[src/rtl/nand_logic_unit_if.sv]
// Operand/result bundle for nand_logic_unit: input handshake, operands, op select, output handshake.
// Combinational wiring only; no storage.
// Build option NAND_REDUCE_EN adds the Z_ANY result flag alongside Z.
interface nand_logic_unit_if #(
    parameter int WIDTH = 8
);
    logic             in_valid;
    logic             in_ready;
    logic [WIDTH-1:0] A;
    logic [WIDTH-1:0] B;
    logic [2:0]       OP;
    logic             out_valid;
    logic             out_ready;
    logic [WIDTH-1:0] Z;
`ifdef NAND_REDUCE_EN
    logic             Z_ANY;
`endif

    // Operand source and result consumer side.
    modport master (
        output in_valid, A, B, OP, out_ready,
        input  in_ready, out_valid, Z
`ifdef NAND_REDUCE_EN
        , input Z_ANY
`endif
    );

    // Logic unit side.
    modport slave (
        input  in_valid, A, B, OP, out_ready,
        output in_ready, out_valid, Z
`ifdef NAND_REDUCE_EN
        , output Z_ANY
`endif
    );
endinterface

[src/rtl/nand_logic_unit.sv]
// WIDTH-bit two-operand logic unit, every function built from 2-input NAND only.
// Latency STAGES cycles, one result per cycle while the consumer is ready.
// Global stall: in_ready = ~out_valid | out_ready; all stages hold while stalled.
// Build option NAND_REDUCE_EN: adds Z_ANY, a NAND-tree OR-reduction of the result.
module nand_logic_unit #(
    parameter int WIDTH  = 8,   // operand/result width, >= 1
    parameter int STAGES = 2    // pipeline depth = latency, 1..4
) (
    input  logic               clk,
    input  logic               rst,
    nand_logic_unit_if.slave   lu
);

    // Function select encodings.
    localparam logic [2:0] OP_NAND = 3'd0;
    localparam logic [2:0] OP_AND  = 3'd1;
    localparam logic [2:0] OP_OR   = 3'd2;
    localparam logic [2:0] OP_NOR  = 3'd3;
    localparam logic [2:0] OP_XOR  = 3'd4;
    localparam logic [2:0] OP_XNOR = 3'd5;
    localparam logic [2:0] OP_NOTA = 3'd6;
    localparam logic [2:0] OP_BUFA = 3'd7;

    // ------------------------------------------------------------------
    // NAND primitive and the functions derived from it
    // ------------------------------------------------------------------

    // The one and only gate: n(x,y) = ~(x & y).
    function automatic logic nand2(input logic x, input logic y);
        return ~(x & y);
    endfunction

    // Bitwise application of the primitive across the operand width.
    function automatic logic [WIDTH-1:0] nandv(input logic [WIDTH-1:0] x,
                                               input logic [WIDTH-1:0] y);
        logic [WIDTH-1:0] r;
        for (int i = 0; i < WIDTH; i++) begin
            r[i] = nand2(x[i], y[i]);
        end
        return r;
    endfunction

    // AND: invert the NAND by feeding it to both inputs of another NAND.
    function automatic logic [WIDTH-1:0] andv(input logic [WIDTH-1:0] x,
                                              input logic [WIDTH-1:0] y);
        logic [WIDTH-1:0] t;
        t = nandv(x, y);
        return nandv(t, t);
    endfunction

    // OR: De Morgan, NAND of the two self-inverted operands.
    function automatic logic [WIDTH-1:0] orv(input logic [WIDTH-1:0] x,
                                             input logic [WIDTH-1:0] y);
        return nandv(nandv(x, x), nandv(y, y));
    endfunction

    // XOR: classic four-NAND form sharing the first gate.
    function automatic logic [WIDTH-1:0] xorv(input logic [WIDTH-1:0] x,
                                              input logic [WIDTH-1:0] y);
        logic [WIDTH-1:0] t;
        t = nandv(x, y);
        return nandv(nandv(x, t), nandv(y, t));
    endfunction

    // Inverter: NAND with both inputs tied together.
    function automatic logic [WIDTH-1:0] notv(input logic [WIDTH-1:0] x);
        return nandv(x, x);
    endfunction

    // Select one of the eight NAND-built functions.
    function automatic logic [WIDTH-1:0] eval_op(input logic [WIDTH-1:0] a,
                                                 input logic [WIDTH-1:0] b,
                                                 input logic [2:0]       op);
        logic [WIDTH-1:0] r;
        logic [WIDTH-1:0] t;
        r = '0;
        case (op)
            OP_NAND: r = nandv(a, b);
            OP_AND:  r = andv(a, b);
            OP_OR:   r = orv(a, b);
            OP_NOR: begin
                t = orv(a, b);
                r = nandv(t, t);
            end
            OP_XOR:  r = xorv(a, b);
            OP_XNOR: begin
                t = xorv(a, b);
                r = nandv(t, t);
            end
            OP_NOTA: r = notv(a);
            OP_BUFA: begin
                t = notv(a);
                r = nandv(t, t);
            end
            default: r = '0;
        endcase
        return r;
    endfunction

    // ------------------------------------------------------------------
    // Input-side evaluation
    // ------------------------------------------------------------------
    logic [WIDTH-1:0] f_res;
    logic             adv;

    // Result is formed combinationally at the input, ahead of the first register.
    always_comb begin
        f_res = eval_op(lu.A, lu.B, lu.OP);
    end

    // Whole pipe moves when the output slot is empty or being drained.
    assign adv         = ~lu.out_valid | lu.out_ready;
    assign lu.in_ready = adv;

    // ------------------------------------------------------------------
    // Pipeline registers
    // ------------------------------------------------------------------
    logic [STAGES-1:0] v;
    logic [WIDTH-1:0]  d [STAGES];

    // Valid and data shift together on advance; a bubble loads zero data so that
    // Z reads 0 whenever out_valid is low.
    always_ff @(posedge clk or posedge rst) begin
        if (rst) begin
            v <= '0;
            for (int i = 0; i < STAGES; i++) begin
                d[i] <= '0;
            end
        end else if (adv) begin
            v[0] <= lu.in_valid;
            d[0] <= lu.in_valid ? f_res : '0;
            for (int i = 1; i < STAGES; i++) begin
                v[i] <= v[i-1];
                d[i] <= d[i-1];
            end
        end
    end

    assign lu.out_valid = v[STAGES-1];
    assign lu.Z         = d[STAGES-1];

`ifdef NAND_REDUCE_EN
    // ------------------------------------------------------------------
    // Optional any-bit-set flag, carried alongside d[]
    // ------------------------------------------------------------------

    // Two-input OR from NANDs, used as the reduction node.
    function automatic logic or2(input logic x, input logic y);
        return nand2(nand2(x, x), nand2(y, y));
    endfunction

    // Balanced OR tree: at each level, node i absorbs node i+stride.
    function automatic logic any_set(input logic [WIDTH-1:0] x);
        logic [WIDTH-1:0] t;
        t = x;
        for (int s = 1; s < WIDTH; s = s * 2) begin
            for (int i = 0; i + s < WIDTH; i = i + 2 * s) begin
                t[i] = or2(t[i], t[i+s]);
            end
        end
        return t[0];
    endfunction

    logic              any_in;
    logic [STAGES-1:0] r;

    // Reduction computed at the input from the same function result.
    always_comb begin
        any_in = any_set(f_res);
    end

    // Flag pipe mirrors the data pipe: same advance, same bubble clearing, same reset.
    always_ff @(posedge clk or posedge rst) begin
        if (rst) begin
            r <= '0;
        end else if (adv) begin
            r[0] <= lu.in_valid & any_in;
            for (int i = 1; i < STAGES; i++) begin
                r[i] <= r[i-1];
            end
        end
    end

    assign lu.Z_ANY = r[STAGES-1];
`endif

endmodule

[src/flat_wrapper.sv]
// flat-port wrapper written by rule: the top's interface ports become plain ports
module nand_logic_unit_flat 
#(
    parameter int WIDTH  = 8,                                
    parameter int STAGES = 2                                     
)
  (clk, rst, lu_in_valid, lu_A, lu_B, lu_OP, lu_out_ready, lu_in_ready, lu_out_valid, lu_Z);
  nand_logic_unit_if #(.WIDTH(WIDTH)) lu_i ();
  input  logic clk;
  input  logic rst;
  input wire logic [$bits(lu_i.in_valid)-1:0] lu_in_valid;
  input wire logic [$bits(lu_i.A)-1:0] lu_A;
  input wire logic [$bits(lu_i.B)-1:0] lu_B;
  input wire logic [$bits(lu_i.OP)-1:0] lu_OP;
  input wire logic [$bits(lu_i.out_ready)-1:0] lu_out_ready;
  output wire logic [$bits(lu_i.in_ready)-1:0] lu_in_ready;
  output wire logic [$bits(lu_i.out_valid)-1:0] lu_out_valid;
  output wire logic [$bits(lu_i.Z)-1:0] lu_Z;
  assign lu_i.in_valid = lu_in_valid;
  assign lu_i.A = lu_A;
  assign lu_i.B = lu_B;
  assign lu_i.OP = lu_OP;
  assign lu_i.out_ready = lu_out_ready;
  assign lu_in_ready = lu_i.in_ready;
  assign lu_out_valid = lu_i.out_valid;
  assign lu_Z = lu_i.Z;
  nand_logic_unit #(.WIDTH(WIDTH), .STAGES(STAGES)) u_core (.clk(clk), .rst(rst), .lu(lu_i));
endmodule
[config.mk]
export PLATFORM = sky130hd
export DESIGN_NAME = nand_logic_unit_flat
export DESIGN_NICKNAME = d
export VERILOG_FILES = /design/src/rtl/nand_logic_unit_if.sv /design/src/rtl/nand_logic_unit.sv /design/src/flat_wrapper.sv
export SDC_FILE = /design/constraint.sdc
export NUM_CORES = 1
export LEC_CHECK = 0
export ABC_AREA = 1
export CAP_MARGIN = 20
export CORE_ASPECT_RATIO = 2
export CORE_MARGIN = 2
export CORE_UTILIZATION = 45
export CTS_CLUSTER_SIZE = 28
export DETAILED_ROUTE_END_ITERATION = 12
export PLACE_DENSITY = 0.7
export REMOVE_ABC_BUFFERS = 1
export SYNTH_ARGS = -nofsm -noshare
export SYNTH_HDL_FRONTEND = slang
export SYNTH_SLANG_ARGS = --single-unit
[constraint.sdc]
create_clock -name clk -period 2.55 [get_ports clk]
set_clock_uncertainty 0.05 [all_clocks]
set_input_delay 0.51 -clock clk [delete_from_list [all_inputs] [get_ports clk]]
set_output_delay 0.51 -clock clk [all_outputs]
set_load 0.02 [all_outputs]
### Yosys cells after proc, flatten, opt, wreduce, memory -nomap -nowiden

Cells that the tools add are included.

| cells by class | value |
|---|---|
| divide/modulo/power cells | 0 |
| multipliers | 0 |
| shift operators | 0 |
| order comparisons | 0 |
| reductions and logical operators | 1 |
| $add $sub $neg | 0 |
| equality and inequality tests | 7 |
| multiplexer cells | 2 |
| bitwise gates (word level) | 98 |

Operator list:

| operator | number |
|---|---|
| 8-bit case mux with 8 select lines | 1 |
| 1-bit inverter | 57 |
| 1-bit AND | 40 |
| 3-bit == test (second input constant) | 4 |
| 8-bit two-way mux | 1 |
| 3-bit by 2-bit == test with 1-bit output (second input constant) | 2 |
| 3-bit by 1-bit == test with 1-bit output (second input constant) | 1 |
| 3-bit logical NOT | 1 |
| 1-bit OR | 1 |

| storage, ports and cells | value |
|---|---|
| memory bits (writable) | 0 |
| register bits after elaboration | 18 |
| memories kept | 0 |
| bits in read-only memories | 0 |
| bits in latches | 0 |
| output and inout port bits | 10 |
| word-level logic and storage cells | 111 |

### Logic depth before layout (Yosys ltp)

| logic depth | value |
|---|---|
| word-level depth | 8 |
| mapped depth | 9 |
| depth with buffers taken out | 9 |

### Worst setup path after synthesis

Ideal clock, no wire load.

| timing path | value |
|---|---|
| path kind | input to output |
| start | input port lu_out_ready |
| end | output port lu_in_ready |
| path slack | 995 ps |
| required time | 1990 ps |
| stages on the path | 3 |
| arrival time | 995 ps |
| buffers on the path | 1 |
| cells stage by stage | nor2_2 > inv_1 > buf_2 |

| between the ends | value |
|---|---|
| word-level cells in the longest chain between the ends | 1 |

RTL lines:

| element | RTL line | source |
|---|---|---|
| start, declared | flat_wrapper.sv:15 | `input wire logic [$bits(lu_i.out_ready)-1:0] lu_out_ready;` |
| 1-bit OR | nand_logic_unit.sv:112 | `assign adv = ~lu.out_valid \| lu.out_ready;` |
| end, declared | flat_wrapper.sv:16 | `output wire logic [$bits(lu_i.in_ready)-1:0] lu_in_ready;` |

Every way passes these cells.

### Worst setup path in the final report

Ends and elaborated chain as after synthesis.

==> results.md <==
Outcome:
- The flow ran to the end, and the final reports show no timing, DRC or antenna violations.

Setup path:
- The required time at the endpoint of the critical path is 1.99 ns.
- The reg-to-reg critical path startpoint is u_core.v[1]$_DFFE_PP0P_.
- The capture point of the worst path is lu_in_ready.
- The cell occurring most often along the worst timing path is sky130_fd_sc_hd__clkdlybuf4s50_1.
- On the critical path, the stage with the largest delay is an instance of sky130_fd_sc_hd__clkdlybuf4s50_1.
- Walking the worst path, the cells encountered are clkdlybuf4s50_1 -> nor2_2 -> inv_1 -> clkdlybuf4s50_1.
- The worst setup path is captured at a primary output.
- The worst setup path is launched from an input port.
- The type of the worst setup path is input port to primary output.
- The combined buffer and inverter count along the critical path is 3.
- For the worst setup path, the data arrival time is 1.69 ns.
- The worst reg2reg path depth is 9.
- In this run the register-to-register setup slack is 1.19 ns.
- The launching instance or port of the critical path is lu_out_ready.
- The gate family responsible for the most delay along the worst path is buffers and inverters.
- In this run the critical register-to-register path is captured at u_core.d[8]$_DFFE_PP0P_.
- The cell count along the critical path is 4.
- The biggest fanout along the worst timing path is 2.
- On the worst path, the slowest cell contributes a delay of 0.60 ns.

CTS:
- TritonCTS built the clock tree.
- The clock input transition at the sequential cells of the worst setup and hold paths is 0.06 ns.
- The number of sinks driven by the clock tree is 18.
- The number of buffers inserted to repair setup after CTS is 0.
- Buffers inserted to repair hold after CTS numbered 0.
- The later pin in the worst-skew pair is clocked with a latency of 0.25 ns.
- In this run, post-CTS repair resized a total of 0 instances.
- The cell at the root of the clock tree is sky130_fd_sc_hd__clkbuf_8.
- In this run the number of H-tree levels came out at 1.
- The TritonCTS buffer count is 3.
- The maximum root-to-sink buffer count is 2.

Global route:
- The first global-routing pass estimated 7452 um of wire.
- Entering global routing, the biggest net connects 21 pins.
- Global routing consumed, over all layers together, 20.07% of the routing resources.
- The initial antenna violation count was 0.
- The number of global-route vias before repair is 1,715.
- Summed over all layers, the global routing overflow is 0.

Detailed routing:
- The first detailed-routing pass ran for 4 iterations.
- In the final routed layout, each cell accounts on average for 12.25 um.
- After detailed routing, the total wire length is 4460 um.
- In the routed layout, each cell is associated on average with a via count of 5.165.
- In this run, the number of DRC markers left after iteration 0 of detailed routing was 40.
- After detailed routing, the number of remaining DRC violations is 0.
- The via count is 1,880.
- The detail route stage leaves a number of antenna-violating nets equal to 0.

Synth:
- By area the synthesized netlist is led by sky130_fd_sc_hd__dfrtp_1, sky130_fd_sc_hd__nand2_1, sky130_fd_sc_hd__ha_1.
- The number of flip-flops and latches in the synthesized netlist is 18.
- Counting flops with an async set or reset pin after synthesis yields a share of 100.0%.
- Yosys printed 0 warnings.
- The most numerous cell in the Yosys netlist is sky130_fd_sc_hd__nand2_1.
- The commonest cells after synthesis are sky130_fd_sc_hd__nand2_1, sky130_fd_sc_hd__inv_1, sky130_fd_sc_hd__nand3_1.
- Summing the areas of all and, or, nand and nor instances in the mapped netlist gives 45.73% of the synthesized area.
- Measured against the total synthesized area, the mux share comes to 0%.
- The xor and xnor area share after synthesis is 0%.
- The most area-hungry cell type in the Yosys netlist is sky130_fd_sc_hd__dfrtp_1.
- After Yosys synthesis, full adders, half adders and majority gates account for 10.84% of the synthesized area.
- After synthesis, flip-flops and latches occupy 24.39% of the total area.
- The mean instance size in the synthesized netlist is 6.390 um2.
- After synthesis, the netlist uses 17 different library cells.
- The synthesized design contains 0 enable-type register cells.
- Synthesis produced a netlist whose cell count is 289.
- The area fraction in compound gates after synthesis is 0.4065%.
- For this run, the leading register cell type out of synthesis is sky130_fd_sc_hd__dfrtp_1.
- The top cell type by area accounts for 24.39% of the synthesized area.
- The post-synthesis instance area is 1847 um2.
- By area, the combinational part of the netlist is dominated by simple AND/OR/NAND/NOR gates.

Die:
- The horizontal die dimension is 49.30 um.
- From bottom edge to top edge, the die measures 94.60 um.
- Row generation in the floorplan step produced 33 rows.
- The area of the core region is 4005 um2.
- The count of pins on the block boundary is 33.
- The floorplan step defined a die boundary enclosing 4664 um2.
- The effective utilization at floorplan is 46.11%.

STA:
- The maximum clock frequency is 444.6 MHz.
- Setup repair after global routing left no endpoint under its margin.
- For the final routed database, the setup TNS stands at 0 ns.
- The final critical-path required period is 2.249 ns.
- The final count of hold timing violations is 0.
- The setup violation total in the final timing report is 0.
- The final period utilization is 88.20%.
- Setup slack on the critical path of the routed design comes to 0.3009 ns.
- For the pin with the worst max-slew slack, the measured transition is 0.6576 ns.
- The final-report max-slew violation count is 0.
- The relative max-transition margin is 56.11%.

Finish:
- The post-route netlist has 10.26% of its cells at a drive strength greater than 1.
- At the end of the flow, the number of nets in the layout was 352.
- The number of fillers in the final layout is 419.
- The number of antenna repair diodes is 0.
- The area growth from synthesis to layout is 19.04%.

Power:
- The reported leakage power is 1.286 nW.
- The power density over cell area is 421.9 nW/um2.
- The worst supply voltage drop on vdd is 448.8 uV.

Flow run:
- The number of maximum-capacitance violations is 0.

Min path:
- The tightest min-delay check is of the flip-flop to flip-flop type.

Placed design:
- Timing analysis after detailed placement gives a worst setup slack of 0.2936 ns.
- The HPWL after detailed placement is 3319 um.
- Port buffering added 32 buffers.
- At the end of routability-driven placement, the weighted congestion stood at 0.8616.
layout make-up:
cell class / instances / area, um2 / area share (%)
repair buffers: 42 / 395.4 / 17.99
clock buffers: 4 / 55.05 / 2.504
multi-input cells: 200 / 1052 / 47.87
inverters: 48 / 180.2 / 8.196
flip-flops and latches: 18 / 450.4 / 20.49
well taps: 52 / 65.06 / 2.960
flip-flops by register name, summed over array words and instances (netlist names):
| name | count |
|---|---|
| u_core.d | 8 |
| u_core.lu.Z | 8 |
| u_core.v | 2 |
stage by stage:
step / total power [mW] / hold slack, ns / cells / area [um2] / util, %
after floorplan: 0.5295 / 0.3727 / 266 / 1683 / -
after global placement: 0.6951 / 0.3801 / 360 / 2143 / 53.51
after detailed placement: 0.7039 / 0.3876 / 360 / 2143 / 53.51
after CTS: 0.9370 / 0.4038 / 364 / 2198 / 54.89
after global routing: 0.9897 / 0.4424 / 364 / 2198 / 54.89
final: 0.9274 / 0.4001 / 364 / 2198 / 54.89
cell usage in the layout, fill, tap and decap left out:
cell	n
sky130_fd_sc_hd__inv_2	11
sky130_fd_sc_hd__nor2_2	1
sky130_fd_sc_hd__o21bai_1	1
sky130_fd_sc_hd__nand3_2	2
sky130_fd_sc_hd__clkdlybuf4s50_1	32
sky130_fd_sc_hd__buf_4	10
sky130_fd_sc_hd__nand2_2	1
sky130_fd_sc_hd__nand3_1	37
sky130_fd_sc_hd__ha_1	16
sky130_fd_sc_hd__clkbuf_8	4
sky130_fd_sc_hd__nor2_8	1
sky130_fd_sc_hd__dfrtp_1	18
sky130_fd_sc_hd__nor2_1	17
sky130_fd_sc_hd__nand2_1	97
sky130_fd_sc_hd__inv_1	37
sky130_fd_sc_hd__nor2_4	2
sky130_fd_sc_hd__nand4_1	25
worst min path at each step:
stage	start	endpoint	slack, ns	depth (start not counted)
after floorplan	u_core.v[0]$_DFFE_PP0P_	u_core.v[1]$_DFFE_PP0P_	0.37	2
after global placement	u_core.v[0]$_DFFE_PP0P_	u_core.v[1]$_DFFE_PP0P_	0.38	2
after detailed placement	u_core.v[0]$_DFFE_PP0P_	u_core.v[1]$_DFFE_PP0P_	0.39	2
after CTS	u_core.v[0]$_DFFE_PP0P_	u_core.v[1]$_DFFE_PP0P_	0.40	2
after global routing	u_core.v[0]$_DFFE_PP0P_	u_core.v[1]$_DFFE_PP0P_	0.44	2
final	u_core.v[0]$_DFFE_PP0P_	u_core.v[1]$_DFFE_PP0P_	0.40	2
worst reg2reg max path, stage by stage (launching register included):
cell	delay, ns
sky130_fd_sc_hd__dfrtp_1	0.34
sky130_fd_sc_hd__inv_1	0.05
sky130_fd_sc_hd__nor2_2	0.09
sky130_fd_sc_hd__buf_4	0.22
sky130_fd_sc_hd__nor2_1	0.06
sky130_fd_sc_hd__buf_4	0.17
sky130_fd_sc_hd__nand2_1	0.08
sky130_fd_sc_hd__inv_2	0.03
sky130_fd_sc_hd__nand2_1	0.07
sky130_fd_sc_hd__nand2_1	0.07
layer usage:
metal  GRT usage (%)  part of all wire [%]  vias up
met5               0                     0        -
met2           37.61                    52       49
met4           4.762                   1.7        0
met3           2.690                   4.0        6
met1           23.54                    42      875
li1                -                     -      950
cell families (layout without fill, tap and decap cells):
group / after synthesis / count (layout)
AND/OR/NAND/NOR: 183 / 183
buffers and inverters: 71 / 94
flip-flops: 18 / 18
adder cells (fa/ha/maj): 16 / 16
AO/OA/AOI/OAI: 1 / 1
report_power, final:
| group | leakage, nW | total [mW] | switching, mW | internal [mW] |
|---|---|---|---|---|
| sequential | 0.234 | 0.348 | 0.0215 | 0.327 |
| clock | 0.0288 | 0.230 | 0.0924 | 0.137 |
| combinational | 1.02 | 0.350 | 0.203 | 0.146 |
No activity file was read; power rests on OpenSTA's default activity.
